### src/rtl/hazard_stall_unit.sv
// Hazard and stall control for a five-stage pipeline with branches resolved in ID.
// It handles load-use and branch-operand hazards, data-memory wait states,
// a mem-stall watchdog with a sticky timeout flag, and a saturating stall counter.
module hazard_stall_unit (
   input  logic        clk,
   input  logic        rst_n,
   input  logic [4:0]  id_rs1,
   input  logic [4:0]  id_rs2,
   input  logic        id_uses_rs2,
   input  logic        id_is_branch,
   input  logic        ex_regwrite,
   input  logic        ex_memread,
   input  logic [4:0]  ex_rd,
   input  logic        branch_taken,
   input  logic        dmem_req,
   input  logic        dmem_ready,
   output logic        pc_write,
   output logic        if_id_write,
   output logic        id_ex_bubble,
   output logic        if_id_flush,
   output logic        pipe_freeze,
   output logic        mem_timeout,
   output logic [15:0] stall_count
);

   // RUN is normal flow; BR_STALL is the second bubble of a load feeding a branch.
   typedef enum logic {
      RUN      = 1'b0,
      BR_STALL = 1'b1
   } state_t;

   state_t      state;
   state_t      state_next;
   logic [7:0]  watchdog;
   logic [7:0]  watchdog_next;

   logic        mem_stall;
   logic        dep1;
   logic        dep2;
   logic        dep;
   logic        load_use;
   logic        alu_branch;
   logic        load_branch;

   // x0 is never a real producer, so a zero destination can never create a dependency.
   assign mem_stall   = dmem_req & ~dmem_ready;
   assign dep1        = (ex_rd != 5'd0) & (ex_rd == id_rs1);
   assign dep2        = (ex_rd != 5'd0) & id_uses_rs2 & (ex_rd == id_rs2);
   assign dep         = dep1 | dep2;
   assign load_use    = ex_memread & dep;
   assign alu_branch  = id_is_branch & ex_regwrite & ~ex_memread & dep;
   assign load_branch = id_is_branch & ex_memread & dep;

   // State register; reset aborts any in-flight branch stall.
   always_ff @(posedge clk or negedge rst_n) begin
      if (!rst_n) begin
         state <= RUN;
      end else begin
         state <= state_next;
      end
   end

   // Next state and stall controls, priority: reset, mem wait, BR_STALL, hazard, branch flush.
   always_comb begin
      state_next   = state;
      pc_write     = 1'b1;
      if_id_write  = 1'b1;
      id_ex_bubble = 1'b0;
      if_id_flush  = 1'b0;
      pipe_freeze  = 1'b0;
      if (!rst_n) begin
         state_next   = RUN;
         pc_write     = 1'b0;
         if_id_write  = 1'b0;
         id_ex_bubble = 1'b1;
         if_id_flush  = 1'b1;
      end else if (mem_stall) begin
         pipe_freeze  = 1'b1;
         pc_write     = 1'b0;
         if_id_write  = 1'b0;
      end else if (state == BR_STALL) begin
         pc_write     = 1'b0;
         if_id_write  = 1'b0;
         id_ex_bubble = 1'b1;
         state_next   = RUN;
      end else if (load_use | alu_branch) begin
         pc_write     = 1'b0;
         if_id_write  = 1'b0;
         id_ex_bubble = 1'b1;
         if (load_branch) begin
            state_next = BR_STALL;
         end
      end else begin
         if_id_flush  = branch_taken & id_is_branch;
      end
   end

   // Watchdog counts consecutive memory wait cycles and saturates at its maximum.
   always_comb begin
      watchdog_next = 8'd0;
      if (mem_stall) begin
         watchdog_next = (watchdog == 8'hFF) ? 8'hFF : watchdog + 8'd1;
      end
   end

   // Watchdog register and sticky timeout; only reset clears the timeout.
   always_ff @(posedge clk or negedge rst_n) begin
      if (!rst_n) begin
         watchdog    <= 8'd0;
         mem_timeout <= 1'b0;
      end else begin
         watchdog    <= watchdog_next;
         mem_timeout <= mem_timeout | (watchdog_next == 8'hFF);
      end
   end

   // Stall counter advances on every cycle the PC is held, saturating at all ones.
   always_ff @(posedge clk or negedge rst_n) begin
      if (!rst_n) begin
         stall_count <= 16'd0;
      end else if (!pc_write && (stall_count != 16'hFFFF)) begin
         stall_count <= stall_count + 16'd1;
      end
   end

endmodule

### config.mk
export PLATFORM = sky130hd
export DESIGN_NAME = hazard_stall_unit
export DESIGN_NICKNAME = d
export VERILOG_FILES = /design/src/rtl/hazard_stall_unit.sv
export SDC_FILE = /design/constraint.sdc
export NUM_CORES = 1
export LEC_CHECK = 0
export ABC_AREA = 1
export CORE_MARGIN = 3
export CORE_UTILIZATION = 30
export DETAILED_ROUTE_END_ITERATION = 7
export HOLD_SLACK_MARGIN = 0.02
export PLACE_DENSITY = 0.66
export SYNTH_ARGS = -nofsm -noshare
export SYNTH_HDL_FRONTEND = slang
export SYNTH_SLANG_ARGS = --single-unit
export TNS_END_PERCENT = 5
### constraint.sdc
create_clock -name clk -period 1.41 [get_ports clk]
set_input_delay 0.141 -clock clk [delete_from_list [all_inputs] [get_ports clk]]
set_output_delay 0.141 -clock clk [all_outputs]
set_load 0.01 [all_outputs]
==> run_results.csv, run 1 <==
group,metric,value,unit
outcome,status,"complete, but fails checks",
outcome,violations,"setup timing",
floorplan,io_pins,46,
cells_and_area,multi_input_area,0.00111,mm^2
clock_tree,clk_latency,270,ps
logic_synthesis,synth_top_family_by_area,"simple AND/OR/NAND/NOR gates",
logic_synthesis,yosysSeqAreaShare,0.374,
placed_design,place_area,0.00256,mm^2
cells_and_area,fin_cells,396,
timing,finalHoldViolations,0,
clock_tree,cts_sinks,26,
cells_and_area,final-seq-area,656,um^2
worst_setup_path,endpoint_kind,"register",
floorplan,core,0.00557,mm^2
logic_synthesis,synthXorXnorAreaFrac,0.0905,
timing,slew_viol_final,0,
timing,setup_slack,-54.1,ps
worst_setup_path,cp-start-kind,"register",
power_and_ir_drop,peakVddDrop,0.000577,V
worst_setup_path,timing.reg2reg.setup_slack,-50,ps
cells_and_area,drive_gt1_frac,0.309,
worst_setup_path,cpPeakStageDelay,420,ps
drt,post-route-drc-count,0,
timing,setup_viol,17,
cells_and_area,fin_area,0.00275,mm^2
placed_design,dp_slack,-644,ps
timing,max_slew_margin,0.771,
global_route,grt_pass1_wl,7460,um
cells_and_area,syn_to_final_growth,58.0,%
logic_synthesis,ys_seq_elements,26,
clock_tree,cts_tree,"yes",
placed_design,gp_congestion,0.834,
worst_setup_path,worstPathMaxFanout,9,
drt,drt-total-wl,4440,um
min_path,hold_class,"input pin to async pin",
worst_setup_path,cp_common_cell,"nand2_4",
power_and_ir_drop,p_total,2240,uW
logic_synthesis,synthSimpleGateAreaFrac,0.402,
timing,min_period,1460,ps
power_and_ir_drop,p_leak,0.00153,uW
placed_design,dp_cells,387,
drt,drtIter0Drc,83,
logic_synthesis,synth-compound-area-share,0.0460,
worst_setup_path,crit_chain,"ha_4, nand3_4, nor2_4, nand2_4, nor2_8, nand2_4, buf_12, nand3_1, nand2_1",
job,max_cap_violations,0,
logic_synthesis,syn-mean-instance-area,7.35,um^2
logic_synthesis,syn_nets,263,
floorplan,initial_utilization,0.312,
logic_synthesis,yosys_warnings,0,
worst_setup_path,crit_required,1580,ps
global_route,grt_max_degree,28,
cells_and_area,final_common_cell,"nand2_1",
cells_and_area,fin_nets,351,
global_route,overflow,0,
logic_synthesis,netlist_area,0.00174,mm^2
cells_and_area,diodes,0,
placed_design,place_hpwl,3350,um
drt,wl_per_cell,11.2,um
drt,ant_nets,0,
clock_tree,cts_max_level,1,
logic_synthesis,netlist_instances,237,
drt,vias_per_cell,4.53,
timing,max_freq,0.683,GHz
timing,post-route-period-util,1.04,
cells_and_area,fillers,563,
worst_setup_path,cp_slowest_cell,"dfrtp_2",
clock_tree,cts_buffer_depth,2,
clock_tree,ctsHoldBuffers,0,
worst_setup_path,arrival,1630,ps
cells_and_area,layout_common_cells,"82 x nand2_1, 37 x buf_4, 22 x dfrtp_1, 20 x inv_1, 20 x dlygate4sd2_1",
floorplan,die_w,82.2,um
logic_synthesis,yosysUniqueCellTypes,29,
worst_setup_path,worstSetupPathType,"register to register",
global_route,grt_util_all_layers,0.139,
drt,first_pass_iters,4,
clock_tree,cts_buffers,3,
floorplan,placementRows,27,
logic_synthesis,synth_adder_area_share,0.0144,
floorplan,die_area,0.00676,mm^2
timing,fin_skew,3.80,ps
global_route,antenna_found_initial,0,
logic_synthesis,synthMuxAreaShare,0,
placed_design,io_buffers,45,
clock_tree,clk_pin_slew,90,ps
drt,vias,1795,
power_and_ir_drop,power.density,813,mW/mm^2
floorplan,fp.dieH,82.2,um
timing,rsz0062_at_grt,"yes",
global_route,grt_pass1_vias,1716,
clock_tree,root_buffer,"clkbuf_8",
timing,worst_pin_slew,343,ps
[final cells by class]
class	instances	area share
sequential	26	0.238
timing repair buffer	87	0.270
multi-input combinational	181	0.403
clock buffer	4	0.0200
inverter	26	0.0355
tap	72	0.0327
[report_power, final]
part / internal (uW) / total [uW] / switching, uW
Sequential: 829 / 927 / 98.5
Combinational: 450 / 819 / 368
Clock: 250 / 491 / 241
Total: 1530 / 2240 / 708
[worst max-delay path, delay by kind of cell (launching register included)]
kind / cells / cell delay, ps
flops: 1 / 420
simple gates: 7 / 630
buf+inv: 1 / 160
fa+ha+maj: 1 / 160
[kinds of logic (layout without fill, tap and decap cells)]
family	count (synthesis)	in the layout
fa+ha+maj	2	2
simple gates	147	147
compound gates	14	14
buf+inv	30	117
flops	26	26
xor+xnor	18	18
[per-stage QoR]
step / TNS, ps / hold slack [ps] / util
finish: -651 / 287 / 0.494
global route: -2980 / 313 / 0.494
CTS: -773 / 302 / 0.473
detailed placement: -12230 / 478 / 0.460
global placement: -12400 / 469 / 0.460
floorplan: -797 / -155 / -
[state kept, by name, indices dropped and copies added, names as in the netlist]
signal and count:
stall_count 16, mem_timeout 1, watchdog 8, state 1
[path summary, 6_finish.rpt]
kind | from | to | cells past startpoint
max | stall_count[0] | stall_count[11] | 9
min | rst_n | state | 2
max reg2reg | stall_count[0] | stall_count[11] | 9
min reg2reg | mem_timeout | mem_timeout | 1
max in group asynchronous | rst_n | stall_count[2] | 2
min in group clk | ex_rd[0] | state | 6
[layer usage]
layer / part of all wire / routed length [um] / GRT usage
met3: 0.050 / 222 / 0.0249
met1: 0.46 / 2030 / 0.168
met2: 0.48 / 2150 / 0.251
met5: 0 / 0 / 0
met4: 0.0090 / 40 / 0.0349
[repair_timing]
item / 4_1_cts / 5_1_grt
pin swaps: 10 / 9
gates resized for setup: 65 / 35
endpoints found under the setup margin: 36 / 34
gates cloned: 0 / 0
buffers inserted: 2 / 3
[synth_stat cells, drive strengths merged]
library cell  instances  area share
xor2                  9       0.045
buf                   4       0.018
nand2                88        0.20
nor3                  4       0.018
nor2                 22       0.064
o21ai                 4       0.011
a21oi                 6       0.017
ha                    2       0.014
nand3                29        0.10
a21o                  1      0.0043
o211ai                1      0.0043
o21bai                1      0.0043
xnor2                 9       0.045
o31ai                 1      0.0043
nand4                 3       0.011
dfrtp                26        0.37
inv                  26       0.056
nand3b                1      0.0043
Power figures use the tool's default switching activity.
==> run 2, diff against run 1 <==
--- a/config.mk
+++ b/config.mk
@@ -11,6 +11,7 @@
 export DETAILED_ROUTE_END_ITERATION = 7
 export HOLD_SLACK_MARGIN = 0.02
 export PLACE_DENSITY = 0.66
+export SLEW_MARGIN = 20
 export SYNTH_ARGS = -nofsm -noshare
 export SYNTH_HDL_FRONTEND = slang
 export SYNTH_SLANG_ARGS = --single-unit
==> results of run 2 <==
No change in the layout: final DEF, timing and power equal those of run 1.
==> run 3, diff against run 2 <==
--- a/config.mk
+++ b/config.mk
@@ -6,8 +6,10 @@
 export NUM_CORES = 1
 export LEC_CHECK = 0
 export ABC_AREA = 1
+export CAP_MARGIN = 20
 export CORE_MARGIN = 3
 export CORE_UTILIZATION = 30
+export CTS_CLUSTER_DIAMETER = 40
 export DETAILED_ROUTE_END_ITERATION = 7
 export HOLD_SLACK_MARGIN = 0.02
 export PLACE_DENSITY = 0.66
==> results of run 3 <==
No change in the layout: final DEF, timing and power equal those of run 1.
